===== config.mk =====
export PLATFORM = sky130hd
export DESIGN_NAME = stopwatch_ctrl_flat
export DESIGN_NICKNAME = d
export VERILOG_FILES = /design/src/rtl/stopwatch_ctrl_if.sv /design/src/rtl/stopwatch_ctrl.sv /design/src/flat_wrapper.sv
export SDC_FILE = /design/constraint.sdc
export NUM_CORES = 1
export LEC_CHECK = 0
export BUFFER_PORTS_ARGS = -buffer_cell sky130_fd_sc_hd__buf_2
export CORE_MARGIN = 5
export CORE_UTILIZATION = 55
export CTS_CLUSTER_DIAMETER = 30
export DETAILED_ROUTE_END_ITERATION = 7
export HOLD_SLACK_MARGIN = 0.05
export PLACE_DENSITY = 0.73
export SLEW_MARGIN = 40
export SYNTH_ARGS = -nofsm -noshare
export SYNTH_HDL_FRONTEND = slang
export SYNTH_SLANG_ARGS = --single-unit

===== constraint.sdc =====
create_clock -name clk -period 6.5 [get_ports clk]
set_clock_uncertainty 0.2 [all_clocks]
set_input_delay 0 -clock clk [delete_from_list [all_inputs] [get_ports clk]]
set_output_delay 0 -clock clk [all_outputs]
set_load 0.01 [all_outputs]

===== src/rtl/stopwatch_ctrl_if.sv =====
`default_nettype none
// ============================================================================
// Module      : stopwatch_ctrl_if
// Description : Button inputs and datapath control outputs of the stopwatch
//               sequencer.
// Revision    : 1.0 - initial release
// ============================================================================
interface stopwatch_ctrl_if;
    logic       S1;
    logic       S2;
    logic       count_en;
    logic       count_clr;
    logic       disp_hold;
    logic       running;
    logic [1:0] state;

    modport slave (
        input  S1,
        input  S2,
        output count_en,
        output count_clr,
        output disp_hold,
        output running,
        output state
    );

    modport master (
        output S1,
        output S2,
        input  count_en,
        input  count_clr,
        input  disp_hold,
        input  running,
        input  state
    );
endinterface
`default_nettype wire


===== src/rtl/stopwatch_ctrl.sv =====
`default_nettype none
// ============================================================================
// Module      : stopwatch_ctrl
// Description : Button conditioning, start/stop/lap/clear FSM and tenth-second
//               count-enable prescaler for the stopwatch datapath.
// Revision    : 1.0 - initial release
// ============================================================================
module stopwatch_ctrl #(
    parameter int TICK_DIV = 5000000,
    parameter int LOCKOUT  = 2
) (
    input  wire logic        clk,
    input  wire logic        resetn,
    stopwatch_ctrl_if.slave  sw
);

    localparam int PW = (TICK_DIV > 2) ? $clog2(TICK_DIV) : 1;
    localparam int LW = $clog2(LOCKOUT + 1);

    localparam logic [PW-1:0] c_TMAX = PW'(TICK_DIV - 1);
    localparam logic [LW-1:0] c_LOCK = LW'(LOCKOUT);

    localparam logic [1:0] c_IDLE = 2'b00;
    localparam logic [1:0] c_RUN  = 2'b01;
    localparam logic [1:0] c_STOP = 2'b10;
    localparam logic [1:0] c_LAP  = 2'b11;

    logic [1:0]    w_btn;
    logic [1:0]    w_raw;
    logic          w_s1;
    logic          w_s2;
    logic [1:0]    r_state;
    logic [1:0]    w_next;
    logic          w_to_idle;
    logic          w_running;
    logic          r_clr;
    logic [PW-1:0] r_presc;

    assign w_btn = {sw.S2, sw.S1};

    // Flops reset to 0 ("pressed") so a button held through reset never
    // yields a falling edge until it has been released first.
    genvar gi;
    for (gi = 0; gi < 2; gi++) begin : g_btn
        logic          r_sync1;
        logic          r_sync2;
        logic          r_prev;
        logic [LW-1:0] r_lock;

        always_ff @(posedge clk or negedge resetn) begin
            if (!resetn) begin
                r_sync1 <= 1'b0;
                r_sync2 <= 1'b0;
                r_prev  <= 1'b0;
                r_lock  <= '0;
            end else begin
                r_sync1 <= w_btn[gi];
                r_sync2 <= r_sync1;
                r_prev  <= r_sync2;
                if (w_raw[gi])
                    r_lock <= c_LOCK;
                else if (r_lock != '0)
                    r_lock <= r_lock - LW'(1);
            end
        end

        assign w_raw[gi] = r_prev & ~r_sync2 & (r_lock == '0);
    end

    // S1 has priority; a coincident S2 press is dropped but still locks out.
    assign w_s1 = w_raw[0];
    assign w_s2 = w_raw[1] & ~w_raw[0];

    always_ff @(posedge clk or negedge resetn) begin
        if (!resetn) begin
            r_state <= c_IDLE;
            r_clr   <= 1'b0;
        end else begin
            r_state <= w_next;
            r_clr   <= w_to_idle;
        end
    end

    always_comb begin
        w_next = r_state;
        case (r_state)
            c_IDLE: if (w_s1) w_next = c_RUN;
            c_RUN:  if (w_s1) w_next = c_STOP; else if (w_s2) w_next = c_LAP;
            c_LAP:  if (w_s1) w_next = c_STOP; else if (w_s2) w_next = c_RUN;
            c_STOP: if (w_s1) w_next = c_RUN;  else if (w_s2) w_next = c_IDLE;
            default: w_next = c_IDLE;
        endcase
    end

    // IDLE->IDLE on S2 counts as a transition into IDLE.
    assign w_to_idle = (w_s1 | w_s2) & (w_next == c_IDLE);
    assign w_running = (r_state == c_RUN) | (r_state == c_LAP);

    // STOP holds the prescaler so a resume keeps the partial tenth.
    always_ff @(posedge clk or negedge resetn) begin
        if (!resetn)
            r_presc <= '0;
        else if (w_to_idle)
            r_presc <= '0;
        else if (w_running)
            r_presc <= (r_presc == c_TMAX) ? '0 : r_presc + PW'(1);
    end

    always_comb begin
        sw.state     = r_state;
        sw.running   = w_running;
        sw.disp_hold = (r_state == c_LAP);
        sw.count_clr = r_clr;
        sw.count_en  = w_running & (r_presc == c_TMAX);
    end

endmodule
`default_nettype wire


===== src/flat_wrapper.sv =====
// flat-port wrapper written by rule: the top's interface ports become plain ports
module stopwatch_ctrl_flat 
#(
    parameter int TICK_DIV = 5000000,
    parameter int LOCKOUT  = 2
)
  (clk, resetn, sw_S1, sw_S2, sw_count_en, sw_count_clr, sw_disp_hold, sw_running, sw_state);
  stopwatch_ctrl_if sw_i ();
  input  wire logic clk;
  input  wire logic resetn;
  input wire logic [$bits(sw_i.S1)-1:0] sw_S1;
  input wire logic [$bits(sw_i.S2)-1:0] sw_S2;
  output wire logic [$bits(sw_i.count_en)-1:0] sw_count_en;
  output wire logic [$bits(sw_i.count_clr)-1:0] sw_count_clr;
  output wire logic [$bits(sw_i.disp_hold)-1:0] sw_disp_hold;
  output wire logic [$bits(sw_i.running)-1:0] sw_running;
  output wire logic [$bits(sw_i.state)-1:0] sw_state;
  assign sw_i.S1 = sw_S1;
  assign sw_i.S2 = sw_S2;
  assign sw_count_en = sw_i.count_en;
  assign sw_count_clr = sw_i.count_clr;
  assign sw_disp_hold = sw_i.disp_hold;
  assign sw_running = sw_i.running;
  assign sw_state = sw_i.state;
  stopwatch_ctrl #(.TICK_DIV(TICK_DIV), .LOCKOUT(LOCKOUT)) u_core (.clk(clk), .resetn(resetn), .sw(sw_i));
endmodule

==> tab_implementation.tex <==
\begin{tabular}{lr}
\hline
Metric & Value \\
\hline
\multicolumn{2}{l}{\textbf{Timing}} \\
\quad Unrepaired setup endpoints after global routing & false \\
\quad Final hold vios & 0 \\
\quad Worst slew slack as a fraction of its limit & 56.3\% \\
\quad Measured slew at the worst slew-check pin & 0.655 ns \\
\quad Final total negative setup slack & 0 ns \\
\quad Hold Slack & 0.0865 ns \\
\quad Count of final setup violators & 0 \\
\quad Final cycle utilization of the critical path & 37.6\% \\
\quad Period minus WS final & between 2 and 2.5 ns \\
\quad Fmax & between 400 and 500 MHz \\
\quad Max Transition Viols Final & 0 \\
\multicolumn{2}{l}{\textbf{Synthesis}} \\
\quad Synth Register Bits & 36 \\
\quad Area fraction in and, or, nand and nor cells after synthesis & 27.6\% \\
\quad Gate count after technology mapping & approximately 210 \\
\quad Fraction of synthesized cell area taken by the top area cell type & 45.2\% \\
\quad Largest family of logic cells by synthesized area & simple AND/OR/NAND/NOR gates \\
\quad Register area share after synthesis & 45.2\% \\
\quad Fraction of the mapped netlist area in compound gates & between 15 and 20\% \\
\quad Synth area leaders & dfrtp\_1 (45\%), nand2\_1 (4.1\%), a21oi\_1 (3.5\%), nand3\_1 (3.3\%), o21ai\_0 (3.3\%) \\
\quad Cell variety after synth & 49 \\
\quad Multiplexer area fraction after synthesis & 2.51\% \\
\quad Syn avg cell area & 9.62 sq um \\
\quad Fraction of the mapped netlist area in adder cells & around 1.9\% \\
\quad Post-synthesis instance area & 1990 sq um \\
\quad Warnings from Yosys & 0 \\
\quad Number of synthesized flops with an enable pin & 0 \\
\quad Async set-reset flop share out of synthesis & 100\% \\
\quad Post-synthesis cell type with the largest combined area & dfrtp\_1 \\
\quad Main synth FF type & dfrtp\_1 \\
\quad Post-synthesis net count & 214 \\
\quad Post-synthesis xor/xnor area fraction & 2.20\% \\
\multicolumn{2}{l}{\textbf{Worst setup path}} \\
\quad RR Startpoint & u\_core.sw.state[0] \\
\quad Req. time, crit path & 6.57 ns \\
\quad Cell count of the worst reg-to-reg path & 4 \\
\quad CP Data Arrival Time & around 2.5 ns \\
\quad Worst reg-to-reg setup slack & 4.05 ns \\
\quad CP max stage delay & between 0.7 and 0.8 ns \\
\quad Cells traversed along the worst timing path & clkinv\_1 -> nand3\_1 -> o21ai\_1 -> a21oi\_1 \\
\quad Type of element launching the critical path & flop \\
\quad Crit-path max FO & 22 \\
\quad Kind of critical path & flop to flop \\
\quad Setup crit start & u\_core.sw.state[0] \\
\quad Nature of the critical path endpoint & flop \\
\quad Worst path slowest cell & dfrtp\_1 \\
\quad Crit Reg-Reg Endpoint & u\_core.r\_presc[10] \\
\multicolumn{2}{l}{\textbf{Finish}} \\
\quad Design area & 2150 sq um \\
\quad Final-stage net count & roughly 220 \\
\quad Number of antenna diodes & 0 \\
\quad Share of cells above drive strength 1 & between 10\% and 20\% \\
\quad Total area of sequential cells & between 900 and 1000 sq um \\
\quad Most frequent cells in the layout & dfrtp\_1 (36), nand2\_1 (22), o21ai\_0 (13), nand3\_1 (13), a21oi\_1 (13) \\
\quad Filler cell count in the final layout & approximately 290 \\
\quad Layout area overhead & 8.10\% \\
\quad Area taken by multi-input logic gates & 1000 sq um \\
\quad Number of standard cells in the final layout excluding fillers & 264 \\
\quad Leading cell type in the layout, fill and taps excluded & dfrtp\_1 \\
\multicolumn{2}{l}{\textbf{Floorplan}} \\
\quad Initial core utilization & between 50\% and 60\% \\
\quad Chip height & 70.2 microns \\
\quad Horizontal die dimension & 70.2 microns \\
\quad Core footprint & between 3000 and 4000 sq um \\
\quad Total Die Area & 4930 sq um \\
\quad I/O pin count & 10 \\
\quad Cell Rows & 21 \\
\multicolumn{2}{l}{\textbf{Clock network}} \\
\quad CTS tree & built \\
\quad Clock transition at the registers of the reported paths & 0.12 ns \\
\quad \# clock sinks & 36 \\
\quad Number of setup buffers added after CTS & 0 \\
\quad Maximum clock path buffer count & 2 \\
\quad Number of H-tree levels & 2 \\
\quad Insertion delay of the later-clocked pin in the worst-skew pair & 0.35 ns \\
\quad Root buffer selected by CTS & clkbuf\_4 \\
\quad TritonCTS Buffers & 5 \\
\multicolumn{2}{l}{\textbf{Placed design}} \\
\quad Total placed cells including tap cells & about 250 \\
\quad I/O Buffers & 9 \\
\quad DPL Wire Length & 3020 microns \\
\quad Post-DP Area & 2050 sq um \\
\quad Final RePlAce weighted congestion & about 0.9 \\
\multicolumn{2}{l}{\textbf{Global route}} \\
\quad Vias in the first global route & 1,665 \\
\quad Initial antenna violation count & 0 \\
\quad Wire length of the first global-routing pass & approximately 7700 microns \\
\quad Overall routing resource usage & 19.1\% \\
\quad Largest net degree at the start of global routing & 37 \\
\quad Leftover overflow at the end of global routing & 0 \\
\multicolumn{2}{l}{\textbf{Detailed routing}} \\
\quad Sum of met3 wire segment lengths after detailed routing & 216 microns \\
\quad Count of vias placed by the detailed router & 1,641 \\
\quad Routed wl met2 & about 2000 microns \\
\quad M1 WL & 1860 microns \\
\quad Remaining design rule violation count & 0 \\
\quad Routed wire per std cell & 15.7 microns \\
\quad Number of nets with antenna violations after routing & 0 \\
\quad Highest metal layer with signal wires & met4 \\
\quad Mean number of vias per cell & 6.22 \\
\quad Initial detailed-routing violation count & 220 \\
\quad First-pass DRT Iterations & 4 \\
\quad Total Routed Length & 4140 microns \\
\multicolumn{2}{l}{\textbf{Hold path}} \\
\quad Min-Delay Endpoint & u\_core.g\_btn[1].r\_sync1 \\
\quad Hold path depth & 2 \\
\quad Worst min-delay path class & input port to flop \\
\quad Critical hold path startpoint & sw\_S2 \\
\multicolumn{2}{l}{\textbf{Run}} \\
\quad Number of maximum-capacitance violations & 0 \\
\multicolumn{2}{l}{\textbf{Power}} \\
\quad Worst-case vdd ir drop & 224 uV \\
\quad Leakage power summed over all cells & 0.911 nW \\
\quad Areal power density over the cells & 279 nW/um\^{}2 \\
\quad Overall power consumption & 0.000600 W \\
\multicolumn{2}{l}{\textbf{Outcome}} \\
\quad Status & complete, no violations \\
\hline
\end{tabular}
==> worst max-delay path by stage <==
stage                    endpoint  depth (start not counted)  slack (ns)
6_report       u_core.r_presc[10]                          4        4.05
5_1_grt         u_core.r_presc[9]                          4        3.78
4_1_cts               sw_count_en                          5        4.07
3_5_place_dp   u_core.r_presc[14]                          4        4.13
3_3_place_gp   u_core.r_presc[16]                          4        4.16
2_1_floorplan  u_core.r_presc[22]                          8        4.47
==> power breakdown <==
part / switching (W) / internal, W / total [W]
Combinational: 0.000100 / 0.0000643 / 0.000165
Sequential: 0.0000498 / 0.000261 / 0.000311
Clock: 0.0000815 / 0.0000425 / 0.000124
==> per-layer routing <==
metal / up-vias / GRT usage (%)
met4: 0 / 7.87
met1: 802 / 25.5
met5: - / 0
met2: 42 / 29.5
li1: 786 / -
met3: 11 / 4.73
==> cells by family (layout without fill, tap and decap cells) <==
group                    after synthesis  in the layout
AND/OR/NAND/NOR                       88             88
AO/OA/AOI/OAI                         49             49
flip-flops                            36             36
buffers and inverters                 21             32
XOR/XNOR                               5              5
multiplexers                           5              5
adder cells (fa/ha/maj)                3              3
==> stage by stage <==
stage	utilization, %	setup slack [ns]
6_report	63.0	4.05
5_1_grt	63.0	3.78
4_1_cts	62.6	4.07
3_5_place_dp	59.9	4.13
3_3_place_gp	59.7	4.16
2_1_floorplan	-	4.47
==> worst max-delay path: cells and delay by family (launching register included) <==
kind	cells	cell delay [ns]
flip-flops	1	0.78
AO/OA/AOI/OAI	2	0.51
buffers and inverters	1	0.45
AND/OR/NAND/NOR	1	0.43
==> cell type report <==
type	instances	area share [%]
inverters	11	1.92
well taps	46	2.67
flip-flops and latches	36	41.8
multi-input cells	150	46.7
repair buffers	13	4.07
clock buffers	5	1.74
clock inverters	3	1.10
==> synth_stat cells, types with 2 or more instances <==
library cell  instances
a211o_1               2
a21oi_1              14
and2_1                2
and3_1                5
and4_1                3
buf_2                 4
clkbuf_1              3
dfrtp_1              36
ha_1                  3
inv_1                10
mux2i_1               5
nand2_1              22
nand2b_1              5
nand3_1              13
nand3b_1              2
nand4_1               5
nor2_1                5
nor3_1                2
nor4_1                5
nor4b_2               2
o211ai_1              5
o21ai_0              13
o31ai_1               6
or3_1                 3
or4_1                 5
xnor2_1               4
==> registers in the layout, indices dropped and copies added (netlist names) <==
register	flops
u_core.g_btn.r_prev	2
u_core.sw.count_clr	1
u_core.sw.state	2
u_core.g_btn.r_sync1	2
u_core.g_btn.r_sync2	2
u_core.g_btn.r_lock	4
u_core.r_presc	23
==> what timing repair did <==
action                                  CTS  global route
endpoints found under the setup margin    0             0
endpoints found under the hold margin    38            36
hold buffers                              3             1
gates resized for setup                   0             0
(Power assumes the default switching activity.)
